## config.mk

```make
export PLATFORM = sky130hd
export DESIGN_NAME = hazard_scoreboard_unit
export DESIGN_NICKNAME = d
export VERILOG_FILES = /design/src/rtl/hazard_scoreboard_unit.sv
export SDC_FILE = /design/constraint.sdc
export NUM_CORES = 1
export LEC_CHECK = 0
export CAP_MARGIN = 0
export CORE_MARGIN = 3
export CORE_UTILIZATION = 45
export CTS_BUF_LIST = sky130_fd_sc_hd__clkbuf_4 sky130_fd_sc_hd__clkbuf_8
export DETAILED_ROUTE_END_ITERATION = 6
export DONT_BUFFER_PORTS = 1
export SYNTH_ARGS = -nofsm -noshare
export SYNTH_HDL_FRONTEND = slang
export SYNTH_SLANG_ARGS = --single-unit
```

## constraint.sdc

```tcl
create_clock -name clk -period 4.63 [get_ports clk]
set_clock_uncertainty 0.05 [all_clocks]
set_input_delay 0.926 -clock clk [delete_from_list [all_inputs] [get_ports clk]]
set_output_delay 0.926 -clock clk [all_outputs]
set_load 0.005 [all_outputs]
```

## src/rtl/hazard_scoreboard_unit.sv

```systemverilog
// hazard_scoreboard_unit: decode-stage RAW hazard unit with a per-register countdown scoreboard,
// branch flush and a saturating stall-cycle counter.
module hazard_scoreboard_unit #(
  parameter int NUM_REGS = 32,
  parameter int ALU_STALL = 2,
  parameter int LOAD_STALL = 2,
  parameter int CNT_W = 16,
  parameter logic [31:0] NOP_INS = 32'h13
) (
  input  logic clk,
  input  logic reset,
  input  logic [31:0] ins_in,
  input  logic ins_valid,
  input  logic flush,
  output logic [31:0] ins_out,
  output logic ins_out_valid,
  output logic stall,
  output logic [CNT_W-1:0] stall_cycles
);
  localparam int MAX_S = ALU_STALL > LOAD_STALL ? ALU_STALL : LOAD_STALL;
  localparam int SW = MAX_S > 0 ? $clog2(MAX_S + 1) : 1;
  logic [6:0] op;
  logic [4:0] rd, rs1, rs2;
  logic uses_rs1, uses_rs2, writes_rd, is_load, hazard, issue;
  logic [SW-1:0] cnt [32];
  assign op = ins_in[6:0];
  assign rd = ins_in[11:7];
  assign rs1 = ins_in[19:15];
  assign rs2 = ins_in[24:20];
  always_comb begin
    uses_rs1 = !(op == 7'b0110111 || op == 7'b0010111 || op == 7'b1101111);
    uses_rs2 = op == 7'b0110011 || op == 7'b0100011 || op == 7'b1100011;
    writes_rd = !(op == 7'b0100011 || op == 7'b1100011) && rd != '0;
    is_load = op == 7'b0000011;
    hazard = ins_valid && ((uses_rs1 && rs1 != '0 && cnt[rs1] != '0) ||
                           (uses_rs2 && rs2 != '0 && cnt[rs2] != '0));
    stall = hazard && !flush && !reset;
    issue = ins_valid && !hazard && !flush && !reset;
    ins_out = issue ? ins_in : NOP_INS;
    ins_out_valid = issue;
  end
  // x0 and registers beyond NUM_REGS stay permanently clear
  always_ff @(posedge clk)
    for (int r = 0; r < 32; r++)
      if (reset || r == 0 || r >= NUM_REGS) cnt[r] <= '0;
      else if (issue && writes_rd && rd == 5'(r)) cnt[r] <= is_load ? SW'(LOAD_STALL) : SW'(ALU_STALL);
      else if (cnt[r] != '0) cnt[r] <= cnt[r] - SW'(1);
  always_ff @(posedge clk)
    if (reset) stall_cycles <= '0;
    else if (stall && !(&stall_cycles)) stall_cycles <= stall_cycles + CNT_W'(1);
endmodule

```

## Yosys cells after proc, flatten, opt, wreduce, memory -nomap -nowiden

Memories as Yosys holds them, arrays and structs flattened.
Index checks and enable logic that the tools add are counted.
W data, S select, Z words.

- Bits in registers: 16
- Output and inout bits: 50
- Memory bits (writable): 64
- Memories: 1

Memory list:

| name | depth | width | read ports | clocked after memory_dff | wr ports | line | source |
|---|---|---|---|---|---|---|---|
| cnt | 32 | 2 | 33 | 0 | 32 | 25 | `logic [SW-1:0] cnt [32];` |

- Muxes and demuxes: 282
- Reductions and logical operators: 93
- Bitwise gates (word level): 62
- Equality and inequality tests: 37
- Add/subtract/negate cells: 32

Operators by type and width:

| kind | number |
|---|---|
| $mux W1 | 219 |
| $mux W2 | 62 |
| $eq A5 B5 Y1 const B | 16 |
| $reduce_bool A2 Y1 | 33 |
| $or A1 B1 Y1 | 62 |
| $sub A2 B1 Y2 const B | 31 |
| $logic_and A1 B1 Y1 | 44 |
| $eq A5 B4 Y1 const B | 8 |
| $mux W32 | 1 |
| $eq A7 B6 Y1 const B | 3 |
| $eq A5 B3 Y1 const B | 4 |
| $add A16 B1 Y16 const B | 1 |
| $reduce_and A16 Y1 | 1 |
| $reduce_bool A5 Y1 | 3 |
| $eq A7 B7 Y1 const B | 2 |
| $eq A5 B2 Y1 const B | 2 |
| $eq A7 B5 Y1 const B | 1 |
| $logic_not A1 Y1 | 6 |
| $logic_or A1 B1 Y1 | 6 |
| $eq A5 B1 Y1 const B | 1 |

## Depth between registers and ports, before layout

Gate-level depths: netlist of the first run.

- Depth in word-level cells: 19
- Depth in mapped cells: 10

## Least setup slack after synthesis of the first run

No wires, ideal clock.

- Path type: input port to output port
- Start point: input ins_in[22]
- End point: output ins_out[12]
- Path buffers: 2
- Arrival time: 2.945 ns
- Stages: 9
- Setup slack: 0.709 ns
- Data required time: 3.654 ns
- Path through: buf_4 inv_2 mux4_2 nor2b_4 o311ai_4 o41ai_4 nor3_4 clkbuf_1 and2_1

- Cells in the longest elaborated chain, start to end: 10

Ends and longest elaborated chain:

| what | line | source |
|---|---|---|
| start, declared | 12 | `input logic [31:0] ins_in,` |
| $mem_v2 Z32 W2 / $reduce_bool A5 Y1 (equally long branches) | -- |  |
| $reduce_bool A2 Y1 / $logic_and A1 B1 Y1 (equally long branches) | 36 | `(uses_rs2 && rs2 != '0 && cnt[rs2] != '0));` |
| $logic_and A1 B1 Y1 * | 36 |  |
| $logic_or A1 B1 Y1 * | 35 | `hazard = ins_valid && ((uses_rs1 && rs1 != '0 && cnt[rs1] != '0) \|\|` |
| $logic_and A1 B1 Y1 * | 35 |  |
| $logic_not A1 Y1 * | 38 | `issue = ins_valid && !hazard && !flush && !reset;` |
| $logic_and A1 B1 Y1 * (3 in series) | 38 |  |
| net ins_out_valid | 16 | `output logic ins_out_valid,` |
| $mux W32 * | 39 | `ins_out = issue ? ins_in : NOP_INS;` |
| end, declared | 15 | `output logic [31:0] ins_out,` |

Mark *: on every way through the listed nets, which the timed path passes. The rest lies on a longest branch.

==> results.yml, run 1 <==
cells_and_area:
  layout.nets: 604
  instances_no_fill: 684
  multi_input_area_um2: 2910
  area_growth_pct: 4.85
  seq_area_um2: 2180
  n_antenna_cell: 0
  drive_gt1_share_pct: 11.1
  design_area_um2: 5780
  nFillCells: 1094
  fin_util_pct: 49.4
setup_path:
  worst-r2r-cell-count: 9
  r2r_slack_ns: 1.36
  cp_max_fo: 35
  crit_required_ns: 3.65
  critPathKind: "reg -> out"
  crit_arrival_ns: 3.01
  cp-end-kind: "primary output"
  r2r_end: "stall_cycles[10]"
  critPathLaunchType: "register"
  r2r_start: "cnt[26][0]"
hold_path:
  holdPathEnd: "stall_cycles[5]"
  min-delay-start: "stall_cycles[5]"
  hold_path_class: "reg -> reg"
  worstHoldPathCells: 2
place:
  place_congestion: 0.811
  dp_hpwl_um: 9960
  io_buffer_count: 0
  dpl.cell_count: 668
  placed_cell_area_um2: 5560
grt:
  grt_usage_pct: 20.2
  antenna_found_initial: 0
  grt_pass1_wl_um: 21200
  grt_max_degree: 78
  gr-total-overflow: 0
  first_global_vias: 4063
floorplan:
  die_area_um2: 13600
  dieWidth_um: 117
  start_util_pct: 47.1
  rows: 39
  die_y_um: 117
  ios: 86
  core_um2: 11700
cts:
  worstSkewPairLatency_ns: 0.36
  cts.path.max_buffers: 2
  cts_tree: "done"
  cts_made_buffers: 9
  post_cts_resized: 0
  ctsHoldBuffers: 0
  cts.clk_slew.worst_paths_ns: 0.08
  cts_setup_buffers: 0
  htreeDepth: 3
  clkSinkCount: 78
  cts_root_buffer: "clkbuf_8"
synthesis:
  synthArstFlopShare_pct: 0
  ys_ff_latch: 78
  synth_cell_types: 60
  synth_edf_count: 62
  netlist_area_um2: 5520
  yosysSeqAreaShare_pct: 39.6
  ys_warn_count: 0
  syn_nets: 625
  netlist_instances: 557
  synth_flop_cell: "edfxtp_1"
  syn_area_per_cell_um2: 9.90
drt:
  ant_nets: 0
  drt_iter0_markers: 315
  totalWireLength_um: 13600
  vias: 4361
  drt_first_pass_iters: 5
  wl_per_cell_um: 19.9
  vias_per_cell: 6.38
  remaining_drc_errors: 0
power_and_ir_drop:
  ir_worst_vdd_mv: 0.264
  p_per_area_nw_per_um2: 514
  seq_power_share_pct: 44.0
  leakage_nw: 2.15
  p_int_mw: 1.93
  p_sw_mw: 1.04
  combPwrFrac_pct: 36.5
  power_frac_clock_pct: 19.5
  finalPower_mw: 2.97
  p_sw_share_pct: 35.1
sta:
  totalNegativeSetupSlack_ns: 0
  rsz0062_at_grt: "no"
  post-route-period-util_pct: 86.2
  report.final.slew_viol_count: 0
  hold_viol: 0
  tightestPinTransition_ns: 1.28
  slew_headroom_pct: 14.9
  setup_viol: 0
  max_freq_mhz: 251
  period_needed_ns: 3.99
outcome:
  outcome: "complete, no violations"
job:
  maxCapViolCount: 0
-- cell families (layout without fill, tap and decap cells) --
group           after synthesis  count (layout)  synth area share, %
simple gates                239             239                 28.5
buf+inv                     106              90                 7.78
compound gates               91              91                 13.0
flops                        78              78                 39.6
fa+ha+maj                    32              32                 7.26
mux                          11              11                 3.95
-- routing by layer --
layer / track usage [%] / share of wire, % / vias up
met5: 0 / 0 / -
met4: 5.66 / 1.3 / 0
met3: 4.40 / 5.2 / 15
met2: 32.0 / 49 / 100
met1: 27.9 / 44 / 2165
li1: - / - / 2081
-- critical path: stages, from the launching register on --
cell and delay, ns:
edfxtp_1 0.41, or2_0 0.29, mux4_2 0.48, nor2b_4 0.15, o311ai_4 0.31, o41ai_4 0.20, nor3_4 0.18, buf_4 0.39
and2_1 0.21
-- metrics by stage --
stage	setup slack [ns]	hold slack (ns)
2_1_floorplan	0.709	0.427
3_3_place_gp	0.729	0.458
3_5_place_dp	0.679	0.470
4_1_cts	0.631	0.480
5_1_grt	0.493	0.507
6_report	0.639	0.481
-- how the worst max path moves through the flow --
stage	slack (ns)	cells past startpoint	start	end
2_1_floorplan	0.71	9	ins_in[22]	ins_out[12]
3_3_place_gp	0.73	8	ins_in[16]	ins_out[3]
3_5_place_dp	0.68	8	ins_in[16]	ins_out[12]
4_1_cts	0.63	8	cnt[26][0]	ins_out[12]
5_1_grt	0.49	8	cnt[26][0]	ins_out[24]
6_report	0.64	8	cnt[26][0]	ins_out[25]
-- layout make-up --
type                    count  share of cell area, %
clock inverters             4                   1.25
inverters                  70                   4.54
repair buffers              4                  0.519
flip-flops and latches     78                   37.7
well taps                 143                   3.09
clock buffers              12                   2.64
multi-input cells         373                   50.2
-- sequential cells by signal, indices dropped and copies added (netlist names) --
signal and flops:
stall_cycles 16, cnt 62
-- synthesized netlist by cell type, types with 4 or more instances --
library cell	count	area share [%]
or2_1	5	0.57
nand4_1	17	1.9
buf_1	7	0.48
o21ai_0	7	0.63
a21oi_1	10	0.91
edfxtp_1	62	34
clkbuf_1	20	1.4
nor4b_1	33	5.2
inv_1	66	4.5
nor3b_1	5	0.68
or4_1	4	0.54
nor3_1	12	1.1
nor2b_1	5	0.57
and3_1	6	0.68
ha_1	32	7.3
o41ai_1	4	0.63
o311ai_0	4	0.63
nor2_1	28	1.9
nand4_2	17	3.9
inv_2	4	0.27
nand2b_1	7	0.79
buf_2	4	0.36
nor4_1	8	0.91
dfxtp_1	16	5.8
nand2_1	10	0.68
o31ai_1	35	4.8
a211oi_1	5	0.68
and2_1	27	3.1
nand3_1	40	3.6
mux4_2	8	3.3
-- power by group through the flow --
stage               combinational, mW  sequential, mW  clock, mW
global route                     1.26            1.34      0.620
floorplan                       0.878            1.26          0
global placement                 1.01            1.31          0
detailed placement               1.09            1.32          0
CTS                              1.09            1.31      0.591
finish                           1.08            1.31      0.581
-- cells in the final DEF (no fill, tap or decap), types with 12 or more instances in the layout --
cell	Yosys	final
nand4_2	17	17
inv_1	66	66
nand3_1	40	40
dfxtp_1	16	16
nor3_1	12	12
o31ai_1	35	35
edfxtp_1	62	62
nand4_1	17	17
ha_1	32	32
nor4b_1	33	33
and2_1	27	27
nor2_1	28	28
No activity file was read; power rests on OpenSTA's default activity.
==> inputs of run 2 (changes only) <==
CORE_MARGIN = 1.5   (was 3)
CTS_CLUSTER_DIAMETER = 40   (was unset)
TNS_END_PERCENT = 10   (was unset)
==> run 2 against run 1 <==
Die area decreased by 5.1%; total power shrank 2.9%; non-clock buffer count increased by 2; final cell count is 0.88% higher; worst hold slack worse by 0.010 ns; flip-flop and latch count unchanged.
==> results.yml, run 2 (synthesis gave the netlist of run 1 again) <==
outcome:
  outcome: "complete, no violations"
place:
  io_buffer_count: 0
  post-place-ws_ns: 0.610
  dp_hpwl_um: 9890
  dpl.cell_count: 674
  place_congestion: 0.850
job:
  maxCapViolCount: 0
cells_and_area:
  largest_reg_flops: 62
  mostFrequentLayoutCell: "inv_1"
  seq_area_um2: 2180
  largest-register: "cnt"
  multi_input_area_um2: 2910
  instances_no_fill: 690
  area_growth_pct: 4.31
  n_antenna_cell: 0
  drive_gt1_share_pct: 11.4
  nFillCells: 1127
  layout.nets: 606
  top_regs: "cnt (62), stall_cycles (16)"
  final_cell_mix: "66 x inv_1, 62 x edfxtp_1, 40 x nand3_1"
setup_path:
  cp-end-kind: "primary output"
  worst-r2r-cell-count: 9
  critPathLaunchType: "register"
  cp_max_fo: 21
  cp_slowest_cell: "mux4_2"
  crit_required_ns: 3.65
  cp_slowest_stage_delay_ns: 0.50
  cp_cell_sequence: "or2_0, mux4_2, a221oi_1, nor3_1, o311a_2, nor3_4, buf_4, and2_1"
  crit_arrival_ns: 3.12
  critPathKind: "reg -> out"
floorplan:
  die_area_um2: 12900
  core_um2: 12000
  die_y_um: 114
  start_util_pct: 46.1
  rows: 40
  ios: 86
  dieWidth_um: 114
drt:
  vias_per_cell: 6.25
  ant_nets: 0
  drt_first_pass_iters: 4
  drt_iter0_markers: 315
  wl_per_cell_um: 19.3
  remaining_drc_errors: 0
  totalWireLength_um: 13300
  vias: 4315
sta:
  period_needed_ns: 4.10
  setup_slack_ns: 0.531
  hold_viol: 0
  report.final.slew_viol_count: 0
  max_freq_mhz: 244
  whs_ns: 0.471
  tightestPinTransition_ns: 1.11
  post-route-period-util_pct: 88.5
  setup_viol: 0
  totalNegativeSetupSlack_ns: 0
  rsz0062_at_grt: "no"
  slew_headroom_pct: 25.9
grt:
  grt_usage_pct: 21.0
  first_global_vias: 3989
  grt_max_degree: 78
  grt_pass1_wl_um: 20800
  gr-total-overflow: 0
  antenna_found_initial: 0
cts:
  worstSkewPairLatency_ns: 0.37
  cts_root_buffer: "clkbuf_8"
  htreeDepth: 3
  cts.path.max_buffers: 2
  clkSinkCount: 78
  cts.clk_slew.worst_paths_ns: 0.08
  ctsHoldBuffers: 0
  cts_setup_buffers: 0
  cts_tree: "done"
  post_cts_resized: 0
  cts_made_buffers: 9
power_and_ir_drop:
  p_per_area_nw_per_um2: 502
  ir_worst_vdd_mv: 0.234
  leakage_nw: 2.13
hold_path:
  worstHoldPathCells: 2
  hold_path_class: "reg -> reg"
-- run 2: cell count changes in the layout (fill, tap and decap cells not counted) --
cell | previous run | this run
buf_4 | 4 | 6
bufinv_16 | 2 | 0
clkbuf_4 | 2 | 4
clkbuf_8 | 10 | 9
clkinv_4 | 0 | 1
-- run 2: worst max-delay path, delay by kind of cell, from the launching register on --
kind                   cells  cell delay [ns]
multiplexers               1             0.50
AND/OR/NAND/NOR            4             1.02
AO/OA/AOI/OAI              2             0.50
buffers and inverters      1             0.31
flip-flops                 1             0.42
-- run 2: power breakdown --
| part | total [mW] | internal (mW) | switching [mW] | leakage [nW] |
|---|---|---|---|---|
| registers | 1.30 | 1.12 | 0.180 | 0.808 |
| clock network | 0.481 | 0.219 | 0.262 | 0.0913 |
| logic | 1.10 | 0.477 | 0.626 | 1.23 |
-- run 2: cell type report --
class / count / share of cell area [%]
clock buffers: 13 / 2.67
clock inverters: 3 / 0.370
inverters: 70 / 4.57
multi-input cells: 373 / 50.5
flip-flops and latches: 78 / 37.9
well taps: 147 / 3.20
repair buffers: 6 / 0.783
-- run 2: stage by stage --
step           power (mW)  cell area (µm²)  util, %
2_1_floorplan        2.14             5520        -
3_3_place_gp         2.34             5580     46.6
3_5_place_dp         2.43             5580     46.6
4_1_cts              2.91             5750     48.1
5_1_grt              3.12             5750     48.1
6_report             2.89             5750     48.1
-- run 2: worst paths after layout --
kind | from | end | slack, ns
max | cnt[11][0] | ins_out[12] | 0.53
min | stall_cycles[14] | stall_cycles[14] | 0.47
min reg2reg | stall_cycles[14] | stall_cycles[14] | 0.47
max reg2reg | cnt[11][0] | cnt[28][1] | 1.26
-- run 2: per-layer routing --
layer  vias up  share of wire, %  track usage, %
li1       2088                 -               -
met1      2086                44            26.6
met2       124                49            35.5
met3        17               5.8            5.10
met4         0               1.7            6.42
met5         -                 0               0
==> inputs of run 3 (changes only) <==
CTS_BUF_LIST = sky130_fd_sc_hd__clkbuf_16   (was sky130_fd_sc_hd__clkbuf_4 sky130_fd_sc_hd__clkbuf_8)
SKIP_LAST_GASP = 1   (was unset)
==> run 3 against run 2 <==
Clock power is 33% higher; die area unchanged; final area is 1.5% higher; critical endpoint unchanged; via count up 0.65%.
==> results.yml, run 3 (synthesis gave the netlist of run 1 again) <==
outcome:
  outcome: "complete, no violations"
setup_path:
  cp-end-kind: "primary output"
  cp_slowest_stage_delay_ns: 0.49
  critPathLaunchType: "register"
  r2r_slack_ns: 1.27
  critPathKind: "reg -> out"
  critPathTopFamily: "simple AND/OR/NAND/NOR gates"
  cp_max_fo: 21
  crit_required_ns: 3.65
  worstPathBufferInverterCount: 1
  crit_arrival_ns: 3.09
  cp_slowest_cell: "mux4_2"
  cp_cell_sequence: "or2_0, mux4_2, nor2b_4, o311ai_4, o41ai_4, nor3_4, buf_4, and2_1"
sta:
  post-route-period-util_pct: 87.7
  rsz0062_at_grt: "no"
  hold_viol: 0
  max_freq_mhz: 246
  setup_slack_ns: 0.567
  report.final.slew_viol_count: 0
  tightestPinTransition_ns: 1.08
  slew_headroom_pct: 28.0
  period_needed_ns: 4.06
  totalNegativeSetupSlack_ns: 0
  setup_viol: 0
cts:
  post_cts_resized: 0
  cts_root_buffer: "clkbuf_16"
  clkSinkCount: 78
  cts.clk_slew.worst_paths_ns: 0.06
  cts_tree: "done"
  cts_setup_buffers: 0
  ctsHoldBuffers: 0
  cts_made_buffers: 9
  worstSkewPairLatency_ns: 0.34
  htreeDepth: 3
  cts.path.max_buffers: 2
cells_and_area:
  layout.nets: 606
  final_cell_mix: "70 x inv_1, 62 x edfxtp_1, 40 x nand3_1"
  nFillCells: 1122
  fin_util_pct: 48.8
  drive_gt1_share_pct: 10.7
  top_regs: "cnt (62), stall_cycles (16)"
  instances_no_fill: 690
  area_growth_pct: 5.87
  largest-register: "cnt"
  n_antenna_cell: 0
  mostFrequentLayoutCell: "inv_1"
  largest_reg_flops: 62
place:
  dpl.cell_count: 674
  io_buffer_count: 0
  post-place-ws_ns: 0.610
  dp_hpwl_um: 9890
  place_congestion: 0.850
grt:
  grt_max_degree: 78
  gr-total-overflow: 0
  antenna_found_initial: 0
  grt_usage_pct: 21.0
  first_global_vias: 4025
  grt_pass1_wl_um: 21000
drt:
  vias: 4343
  vias_per_cell: 6.29
  drt_first_pass_iters: 6
  remaining_drc_errors: 0
  wl_per_cell_um: 19.4
  drt_iter0_markers: 271
  totalWireLength_um: 13400
  ant_nets: 0
floorplan:
  dieWidth_um: 114
  die_area_um2: 12900
  start_util_pct: 46.1
  die_y_um: 114
  core_um2: 12000
  rows: 40
  ios: 86
power_and_ir_drop:
  p_per_area_nw_per_um2: 523
  ir_worst_vdd_mv: 0.228
  p_sw_mw: 1.10
  p_int_mw: 1.96
  combPwrFrac_pct: 36.2
  p_sw_share_pct: 35.9
  power_frac_clock_pct: 21.0
  leakage_nw: 2.18
  seq_power_share_pct: 42.8
hold_path:
  hold_path_class: "reg -> reg"
job:
  maxCapViolCount: 0
[run 3: per-stage QoR]
stage          total power, mW  hold slack [ns]  cell area (µm²)
2_1_floorplan             2.14            0.427             5520
3_3_place_gp              2.34            0.444             5580
3_5_place_dp              2.43            0.449             5580
4_1_cts                   3.07            0.462             5840
5_1_grt                   3.28            0.488             5840
6_report                  3.05            0.465             5840
[run 3: routing by layer]
metal	vias up	global-route usage (%)	share of wire [%]
li1	2094	-	-
met1	2109	26.9	44
met2	130	36.1	49
met3	10	4.89	5.5
met4	0	5.33	1.2
met5	-	0	0
[run 3: power by group through the flow]
stage          clock network, mW  logic (mW)  registers (mW)
6_report                   0.642        1.11            1.31
5_1_grt                    0.674        1.26            1.35
4_1_cts                    0.651        1.11            1.31
3_5_place_dp                   0        1.11            1.32
3_3_place_gp                   0        1.03            1.31
2_1_floorplan                  0       0.878            1.26
[run 3: cell type report]
class | count | area, µm² | share of cell area, %
clock inverters | 7 | 36.3 | 0.621
multi-input cells | 373 | 2910 | 49.7
repair buffers | 6 | 45.0 | 0.771
well taps | 147 | 184 | 3.15
clock buffers | 9 | 225 | 3.86
inverters | 70 | 263 | 4.50
flip-flops and latches | 78 | 2180 | 37.4
[run 3: path summary, 6_finish.rpt]
kind	cells past startpoint	from	endpoint
worst max-delay path	8	cnt[26][0]	ins_out[12]
worst min-delay path	2	stall_cycles[14]	stall_cycles[14]
worst max register to register	9	cnt[26][0]	cnt[28][1]
worst min register to register	2	stall_cycles[14]	stall_cycles[14]
[run 3: worst reg2reg max path: stages (launching register included)]
cell and delay [ns]:
edfxtp_1 0.41, or2_0 0.32, mux4_2 0.49, nor2b_4 0.14
o311ai_4 0.31, o41ai_4 0.21, nor3_4 0.37, buf_4 0.33
nand4_1 0.21, nand3_1 0.22
